--- src/rtl/ex_wb_result_buffer.sv ---
// ex_wb_result_buffer
// Two-entry in-order result buffer between the ALU and writeback.
// - Captures {data, tag, func} on every accepted execute result.
// - in_ready is decoded from registered occupancy only. This keeps
//   writeback back-pressure from forming a combinational path into execute.
// - Provides a combinational forwarding lookup for decode over the entries
//   currently held. The youngest matching entry wins.
// Optional build macro: ALU_FLAGS_EN
// - When defined, each entry also carries zero/neg flags taken from the data
//   at push time. The flags are exposed as out_zero/out_neg.
module ex_wb_result_buffer #(
    parameter int DATA_W = 32,
    parameter int TAG_W  = 5,
    parameter int FUNC_W = 6
) (
    input  logic              clk,
    input  logic              rst,
    input  logic              flush,
    input  logic              in_valid,
    output logic              in_ready,
    input  logic [DATA_W-1:0] in_data,
    input  logic [TAG_W-1:0]  in_tag,
    input  logic [FUNC_W-1:0] in_func,
    output logic              out_valid,
    input  logic              out_ready,
    output logic [DATA_W-1:0] out_data,
    output logic [TAG_W-1:0]  out_tag,
    output logic [FUNC_W-1:0] out_func,
    output logic [1:0]        count,
    input  logic [TAG_W-1:0]  fwd_tag,
    output logic              fwd_hit,
    output logic [DATA_W-1:0] fwd_data
`ifdef ALU_FLAGS_EN
    ,
    output logic              out_zero,
    output logic              out_neg
`endif
);

    typedef struct packed {
        logic [DATA_W-1:0] data;
        logic [TAG_W-1:0]  tag;
        logic [FUNC_W-1:0] func;
`ifdef ALU_FLAGS_EN
        logic              zero;
        logic              neg;
`endif
    } entry_t;

    entry_t     head_q, tail_q, in_ent;
    logic [1:0] count_q;
    logic       push, pop;

    // Pack the incoming ALU result into an entry.
    // When enabled, the flags are computed here at push time.
    always_comb begin
        in_ent      = '0;
        in_ent.data = in_data;
        in_ent.tag  = in_tag;
        in_ent.func = in_func;
`ifdef ALU_FLAGS_EN
        in_ent.zero = (in_data == '0);
        in_ent.neg  = in_data[DATA_W-1];
`endif
    end

    assign in_ready  = (count_q != 2'd2);
    assign out_valid = (count_q != 2'd0);
    assign push      = in_valid & in_ready;
    assign pop       = out_valid & out_ready;

    // Occupancy: flush overrides any push/pop seen in the same cycle.
    always_ff @(posedge clk or posedge rst) begin
        if (rst) begin
            count_q <= 2'd0;
        end else if (flush) begin
            count_q <= 2'd0;
        end else begin
            case (count_q)
                2'd0: if (push) count_q <= 2'd1;
                2'd1: begin
                    if (push && !pop)      count_q <= 2'd2;
                    else if (pop && !push) count_q <= 2'd0;
                end
                2'd2: if (pop) count_q <= 2'd1;
                default: count_q <= 2'd0;
            endcase
        end
    end

    // Head entry.
    // - Filled directly from the ALU when the buffer is empty, or when the
    //   sole entry leaves in the same cycle.
    // - Otherwise, on a pop from full, the tail moves up into the head.
    always_ff @(posedge clk or posedge rst) begin
        if (rst) begin
            head_q <= '0;
        end else if (!flush) begin
            if (count_q == 2'd2 && pop)
                head_q <= tail_q;
            else if (push && (count_q == 2'd0 || pop))
                head_q <= in_ent;
        end
    end

    // Tail entry: only written when a second result arrives while the head stays.
    always_ff @(posedge clk or posedge rst) begin
        if (rst) begin
            tail_q <= '0;
        end else if (!flush && push && count_q == 2'd1 && !pop) begin
            tail_q <= in_ent;
        end
    end

    assign out_data = head_q.data;
    assign out_tag  = head_q.tag;
    assign out_func = head_q.func;
    assign count    = count_q;
`ifdef ALU_FLAGS_EN
    assign out_zero = head_q.zero;
    assign out_neg  = head_q.neg;
`endif

    // Forwarding lookup.
    // - The youngest (tail) match is checked first.
    // - Tag 0 never hits, because register 0 always reads as zero.
    always_comb begin
        fwd_hit  = 1'b0;
        fwd_data = '0;
        if (fwd_tag != '0) begin
            if (count_q == 2'd2 && tail_q.tag == fwd_tag) begin
                fwd_hit  = 1'b1;
                fwd_data = tail_q.data;
            end else if (count_q != 2'd0 && head_q.tag == fwd_tag) begin
                fwd_hit  = 1'b1;
                fwd_data = head_q.data;
            end
        end
    end

endmodule

--- config.mk ---
export PLATFORM = sky130hd
export DESIGN_NAME = ex_wb_result_buffer
export DESIGN_NICKNAME = d
export VERILOG_FILES = /design/src/rtl/ex_wb_result_buffer.sv
export SDC_FILE = /design/constraint.sdc
export NUM_CORES = 1
export LEC_CHECK = 0
export ABC_AREA = 1
export CORE_MARGIN = 10
export CORE_UTILIZATION = 30
export DETAILED_ROUTE_END_ITERATION = 10
export REMOVE_ABC_BUFFERS = 1
export SYNTH_ARGS = -nofsm -noshare
export SYNTH_HDL_FRONTEND = slang
export SYNTH_SLANG_ARGS = --single-unit
--- constraint.sdc ---
create_clock -name clk -period 2.9 [get_ports clk]
set_input_delay 0.58 -clock clk [delete_from_list [all_inputs] [get_ports clk]]
set_output_delay 0.58 -clock clk [all_outputs]
set_load 0.005 [all_outputs]
* Word level (Yosys, flattened, before mapping)
Cells that the tools add are included.
** Cells by class
- Equal/unequal tests :: 8
- Mux-type cells :: 14
- Bitwise operators :: 3
- Reduce and logical (&&, ||, !) cells :: 19
** Operator list (count)
- two-way mux 32 bit :: 3
- two-way mux 43 bit :: 2
- == test 5 bit :: 2
- two-way mux 2 bit :: 5
- logical AND 1 bit :: 9
- inequality test 3 bit, second input constant :: 2
- one-hot mux 2 bit (3 select lines) :: 1
- nonzero test 5 bit :: 1
- inequality test 4 bit, second input constant :: 1
- nonzero test 2 bit :: 2
- zero test 1 bit :: 3
- two-way mux 1 bit :: 3
- AND reduction 3 bit :: 1
- AND 1 bit :: 2
- == test 2 x 1 -> 1 bit, second input constant :: 1
- == test 2 bit, second input constant :: 1
- zero test 2 bit :: 1
- inequality test 2 bit, second input constant :: 1
- AND reduction 2 bit :: 1
- logical OR 1 bit :: 1
- inverter 1 bit :: 1
** Storage, ports and cells
- Register bits :: 88
- Input port bits :: 53
- Output and inout port bits :: 80
- Word-level logic and storage cells :: 51

* Logic depth before layout (Yosys ltp)
Gate-level depths: netlist of the first run.
- Depth in word-level cells :: 8
- Mapped depth :: 9
- Mapped depth without buffers :: 8

* Least setup slack after synthesis of the first run
OpenSTA, ideal clock, no wires.
- Path kind :: input port to output port
- Start point :: input port fwd_tag[4]
- End point :: output port fwd_data[10]
- Arrival :: 1.489 ns
- Data required time :: 2.320 ns
- Path slack :: 0.831 ns
- Cell stages on the path :: 9
- Path buffers :: 1
- Cell sequence :: inv_2 nand2_1 nand2_1 nor2_1 nand3_2 nand2_2 nand2_4 buf_6 nor2_2
** Between the ends
- Longest elaborated chain between the ends :: 5
- Elaborated cells on any way between the ends :: 8
- Classes of those cells :: eq/ne (2); mux (3); reduce/logical (3)
** RTL lines
- start, declared :: RTL line 30 : input logic [TAG_W-1:0] fwd_tag,
- == test 5 bit :: RTL line 134 : end else if (count_q != 2'd0 && head_q.tag == fwd_tag) begin
- logical AND 1 bit :: RTL line 134
- two-way mux 32 bit :: RTL line 134
- two-way mux 32 bit :: RTL line 131 : if (count_q == 2'd2 && tail_q.tag == fwd_tag) begin
- two-way mux 32 bit * :: RTL line 130 : if (fwd_tag != '0) begin
- end, declared :: RTL line 32 : output logic [DATA_W-1:0] fwd_data
Every way passes the cells marked *; elsewhere a longest branch is shown, timed or not.

* Worst setup path after layout of the first run
- Start point :: input port fwd_tag[1]
- End point :: output port fwd_hit
** Between the ends
- Longest elaborated chain between the ends :: 5
- Elaborated cells on any way between the ends :: 8
- Classes of those cells :: eq/ne (2); mux (3); reduce/logical (3)
** RTL lines
- == test 5 bit :: RTL line 134
- logical AND 1 bit :: RTL line 134
- two-way mux 1 bit :: RTL line 134
- two-way mux 1 bit :: RTL line 131
- two-way mux 1 bit * :: RTL line 130
- end, declared :: RTL line 31 : output logic fwd_hit,
Marked as above.

==> impl_metrics.json, run 1 <==
{
  "syn_area_um2": 4850,
  "post-place-ws_ns": -0.266,
  "hold_path.class": "reg -> reg",
  "die_y_um": 147,
  "tritoncts": "yes",
  "register_area_um2": 2200,
  "n_antenna_cell": 0,
  "rr_startpoint": "count[1]",
  "drive_gt1_share_pct": 11.9,
  "crit_path_end_kind": "output pin",
  "fin_crit_sh_pct": 95.5,
  "routabilityCongestion": 0.759,
  "drv_cap": 0,
  "worst_slack_ns": 0.130,
  "cts.sinks": 88,
  "rsz0062_at_grt": "false",
  "swShare_pct": 33.0,
  "cp_max_fo": 7,
  "hp-start": "tail_q[1]",
  "ys_warn_count": 0,
  "cp-start-kind": "input port",
  "worst_slew_pin_slew_ns": 0.537,
  "cts_htree_levels": 3,
  "p_leak_nw": 3.66,
  "power_density_nw_per_um2": 621,
  "intPower_mw": 2.87,
  "syn_avg_cell_area_um2": 7.20,
  "seqPwrFrac_pct": 40.0,
  "grt_pass1_vias": 4537,
  "multi_input_area_um2": 2090,
  "postRouteAntennaNets": 0,
  "setup_viol": 0,
  "rrSetupSlack_ns": 1.25,
  "ctsHoldBuffers": 0,
  "start_util_pct": 30.5,
  "clockBufferDepth": 2,
  "gr-total-overflow": 0,
  "ios": 133,
  "max-slew-margin-rel_pct": 64.2,
  "synth_cell_types": 23,
  "grt_pass1_wl_um": 24400,
  "root_buffer": "clkbuf_16",
  "synth-edff-count": 0,
  "antenna_found_initial": 0,
  "switching_power_mw": 1.42,
  "vias_per_cell": 4.48,
  "cp.required_ns": 2.32,
  "firstDrtPassIters": 5,
  "hold_violations": 0,
  "grt_max_degree": 88,
  "comb_power_share_pct": 32.0,
  "yosysSeqAreaShare_pct": 45.4,
  "synth_most_common_cell": "nand2_1",
  "cts_buffers": 9,
  "area_growth_pct": 42.2,
  "drc_errors": 0,
  "drt_iter0_drc": 220,
  "core_area_um2": 15900,
  "synth-seq-cells": 88,
  "synthTopCellsByCount": "nand2_1 (180), inv_1 (96), dfrtp_1 (88), o21ai_0 (86), nor2_1 (57)",
  "fmax_mhz": 361,
  "fin_skew_ns": 0.00811,
  "synth_area_leader_cell": "dfrtp_1",
  "vias": 4589,
  "crit_arrival_ns": 2.19,
  "startpoint": "fwd_tag[1]",
  "portBuffers": 132,
  "status": "complete, no violations",
  "ys.flop_type": "dfrtp_1",
  "final_core_util_pct": 43.4,
  "die_w_um": 147,
  "synth_top_area_share_pct": 45.4,
  "ys_async_sr_fraction_pct": 100,
  "synth_area_leaders": "dfrtp_1 (45%), nand2_1 (14%), o21ai_0 (8.9%)",
  "avgRoutedWirePerCell_um": 14.5,
  "final_cell_area_um2": 6900,
  "dieArea_um2": 21700,
  "placed_area_um2": 6500,
  "clk_latency_ns": 0.34,
  "slew_viol_final": 0,
  "nets": 857,
  "pwr-share-clk_pct": 28.0,
  "ir_drop_uv": 268,
  "hpwl_um": 10200,
  "fin_crit_ns": 2.77,
  "num_rows": 46,
  "grt_use_total_pct": 13.8,
  "clk_pin_slew_ns": 0.07,
  "wirelength_um": 14900,
  "n_fill_cell": 1672,
  "crit_type": "in -> out",
  "synthCells": 674
}
==> critical path: stages <==
cell             delay, ns
dlygate4sd2_1         0.26
nand2_1               0.06
o21ai_1               0.05
buf_4                 0.14
nor2_4                0.11
nand3_4               0.11
nand2_2               0.10
nand2_4               0.08
buf_12                0.15
inv_1                 0.05
clkdlybuf4s50_1       0.49
==> path summary, 6_finish.rpt <==
check / to / depth (start not counted)
setup / recovery: fwd_hit / 11
hold / removal: tail_q[1] / 2
setup reg to reg: out_data[27] / 6
hold reg to reg: tail_q[1] / 2
max in group asynchronous: out_data[11] / 3
min in group asynchronous: out_data[6] / 2
==> power groups by stage <==
stage / Sequential (mW) / Combinational (mW) / Clock [mW]
CTS: 1.72 / 1.38 / 1.24
global placement: 1.73 / 1.35 / 0
floorplan: 1.72 / 0.685 / 0
detailed placement: 1.73 / 1.36 / 0
global route: 1.76 / 1.56 / 1.30
finish: 1.71 / 1.37 / 1.20
==> metrics by stage <==
step           TNS, ns  hold slack, ns  instances  total power [mW]
4_1_cts              0           0.513       1023              4.34
3_3_place_gp     -7.12           0.490       1003              3.08
3_5_place_dp     -7.84           0.503       1003              3.10
2_1_floorplan   -23.42           0.478        632              2.41
5_1_grt              0           0.534       1025              4.61
6_report             0           0.508       1025              4.29
==> flip-flops by register name (all words and copies together) (netlist names) <==
| signal | count |
|---|---|
| tail_q | 43 |
| count | 2 |
| out_tag | 5 |
| out_data | 32 |
| out_func | 6 |
==> final cells by class <==
| class | count | share of cell area, % |
|---|---|---|
| clock inverters | 5 | 0.816 |
| clock buffers | 11 | 3.52 |
| flip-flops and latches | 88 | 31.9 |
| inverters | 99 | 5.42 |
| well taps | 216 | 3.92 |
| multi-input cells | 445 | 30.4 |
| repair buffers | 161 | 24.0 |
==> logic make-up (layout without fill, tap and decap cells) <==
family / count (synthesis) / count (layout) / synth area share, %
AO/OA/AOI/OAI: 134 / 134 / 14.0
AND/OR/NAND/NOR: 311 / 311 / 28.1
flip-flops: 88 / 88 / 45.4
buffers and inverters: 141 / 276 / 12.5
==> metal layers <==
layer,wire [um],share of wire [%],up-vias,global-route usage [%]
met3,799,5.4,10,3.65
met2,7000,47,93,22.9
met1,6950,47,2114,17.4
met5,0,0,-,0
li1,-,-,2372,-
met4,147,0.99,0,3.72
==> cells in the final DEF, fill, tap and decap left out, types with 2 or more instances in the layout <==
master	instances
nand2_1	178
clkdlybuf4s50_1	95
inv_1	92
dfrtp_1	87
o21ai_0	85
nor2_1	53
a21oi_1	43
nand4_1	33
nor2_2	33
dlygate4sd2_1	23
buf_4	19
dlymetal6s2s_1	11
clkbuf_16	9
buf_12	7
inv_2	6
nor2_4	4
o21ai_1	4
nand2_2	3
nand3_1	3
clkdlybuf4s15_1	3
nand3_4	2
clkinv_2	2
buf_6	2
==> what timing repair did <==
item | in CTS | in global routing
setup buffers | 3 | 2
pin swaps | 1 | 4
endpoints found under the setup margin | 33 | 12
endpoints found under the hold margin | 0 | 0
gates cloned | 1 | 0
resized for setup | 30 | 23
No activity file was read; power rests on OpenSTA's default activity.
==> run 2: changes to the inputs <==
- CORE_UTILIZATION: 30 -> 44
- CTS_CLUSTER_DIAMETER: not set -> 120
- PLACE_DENSITY: not set -> 0.77
==> impl_metrics.json, run 2 (synthesis results as in run 1) <==
{
  "ios": 133,
  "n_antenna_cell": 0,
  "area_growth_pct": 36.0,
  "crit_arrival_ns": 2.14,
  "post-place-ws_ns": -0.285,
  "wirelength_um": 13800,
  "portBuffers": 132,
  "max-slew-margin-rel_pct": 57.0,
  "grt_pass1_wl_um": 22800,
  "gr-total-overflow": 0,
  "worst_slew_pin_slew_ns": 0.645,
  "fin_crit_sh_pct": 93.8,
  "avgRoutedWirePerCell_um": 14.7,
  "vias_per_cell": 4.94,
  "cts_htree_levels": 3,
  "crit_path_end_kind": "output pin",
  "postRouteAntennaNets": 0,
  "vias": 4659,
  "dp.cells": 928,
  "drc_errors": 0,
  "die_w_um": 125,
  "power_density_nw_per_um2": 597,
  "critPathMaxStageDelay_ns": 0.49,
  "ctsHoldBuffers": 0,
  "worst_slack_ns": 0.179,
  "fin_skew_ns": 0.00934,
  "grt_use_total_pct": 17.2,
  "num_rows": 38,
  "setup_viol": 0,
  "path_cells": "inv_2 -> nor2_2 -> nand2_1 -> nor2_4 -> nand3_4 -> nand2_2 -> nand2_4 -> buf_12 -> nor2_2 -> dlygate4sd2_1",
  "clk_latency_ns": 0.36,
  "die_y_um": 125,
  "largest_register": "tail_q",
  "fmax_mhz": 368,
  "hpwl_um": 9770,
  "cp-start-kind": "flip-flop",
  "fin_crit_ns": 2.72,
  "drive_gt1_share_pct": 10.5,
  "grt_max_degree": 88,
  "layout_common_cells": "nand2_1 (179), inv_1 (95), clkdlybuf4s50_1 (94)",
  "tritoncts": "yes",
  "firstDrtPassIters": 6,
  "cp.required_ns": 2.32,
  "cts_buffers": 9,
  "hold_path.class": "reg -> reg",
  "start_util_pct": 44.7,
  "drt_iter0_drc": 378,
  "root_buffer": "clkbuf_8",
  "cp_common_cell": "nor2_2",
  "final_common_cell": "nand2_1",
  "cts.sinks": 88,
  "clk_pin_slew_ns": 0.09,
  "total_power_mw": 3.94,
  "finalNonFillerCells": 943,
  "slew_viol_final": 0,
  "grt_pass1_vias": 4668,
  "drv_cap": 0,
  "clockBufferDepth": 2,
  "routabilityCongestion": 0.868,
  "antenna_found_initial": 0,
  "dieArea_um2": 15600,
  "cp_max_fo": 21,
  "core_area_um2": 10800,
  "status": "complete, no violations",
  "p_leak_nw": 3.46,
  "crit_type": "reg -> out",
  "hold_violations": 0,
  "largest_reg_flops": 43,
  "cpMaxStageDelayCell": "dfrtp_1",
  "nets": 852,
  "ir_drop_uv": 305
}
-- run 2: final timing paths --
path / slack (ns) / cells past startpoint / start / endpoint
worst min register to register: 0.51 / 2 / tail_q[0] / tail_q[0]
worst max-delay path: 0.18 / 10 / count[1] / fwd_data[17]
worst min-delay path: 0.51 / 2 / tail_q[0] / tail_q[0]
max in group asynchronous: 1.63 / 3 / rst / tail_q[34]
worst max register to register: 1.22 / 6 / count[1] / out_data[14]
min in group asynchronous: 0.62 / 2 / rst / tail_q[4]
-- run 2: through the flow --
step           area, um2  hold slack (ns)  util (%)   TNS [ns]
3_3_place_gp        6410            0.492      59.1      -5.81
5_1_grt             6600            0.547      60.8   -0.00437
6_report            6600            0.512      60.8          0
4_1_cts             6580            0.516      60.7  -0.000506
3_5_place_dp        6410            0.501      59.1      -7.57
2_1_floorplan       4620            0.478         -     -23.42
-- run 2: area by class of cell --
| cell class | count | area [um2] |
|---|---|---|
| clock inverter | 4 | 45.0 |
| fill | 997 | 4240 |
| sequential | 88 | 2200 |
| timing repair buffer | 156 | 1580 |
| tap | 140 | 175 |
| clock buffer | 11 | 141 |
| multi-input combinational | 445 | 2080 |
| inverter | 99 | 373 |
-- run 2: layer usage --
| layer | vias to the layer above | global-route usage (%) | part of all wire [%] |
|---|---|---|---|
| li1 | 2347 | - | - |
| met1 | 2141 | 22.0 | 44 |
| met2 | 159 | 27.7 | 48 |
| met3 | 12 | 4.77 | 7.0 |
| met4 | 0 | 5.01 | 1.1 |
| met5 | - | 0 | 0 |
-- run 2: what timing repair did --
action / in CTS / in global routing
resized for setup: 35 / 12
pin swaps: 1 / 3
setup buffers: 1 / 0
setup endpoints to repair: 33 / 33
-- run 2: critical path: cells and delay by family (launching register included) --
kind / cells / cell delay [ns]
buffers and inverters: 3 / 0.46
DFF: 1 / 0.49
and+or+nand+nor: 7 / 0.81
-- run 2: power breakdown --
group | internal (mW) | switching [mW]
clock network | 0.413 | 0.424
logic | 0.610 | 0.763
registers | 1.57 | 0.151
total | 2.60 | 1.34
==> run 3: changes to the inputs <==
- HOLD_SLACK_MARGIN: not set -> 0.12
==> results of run 3 <==
No change in the layout: final DEF, timing and power equal those of run 2.
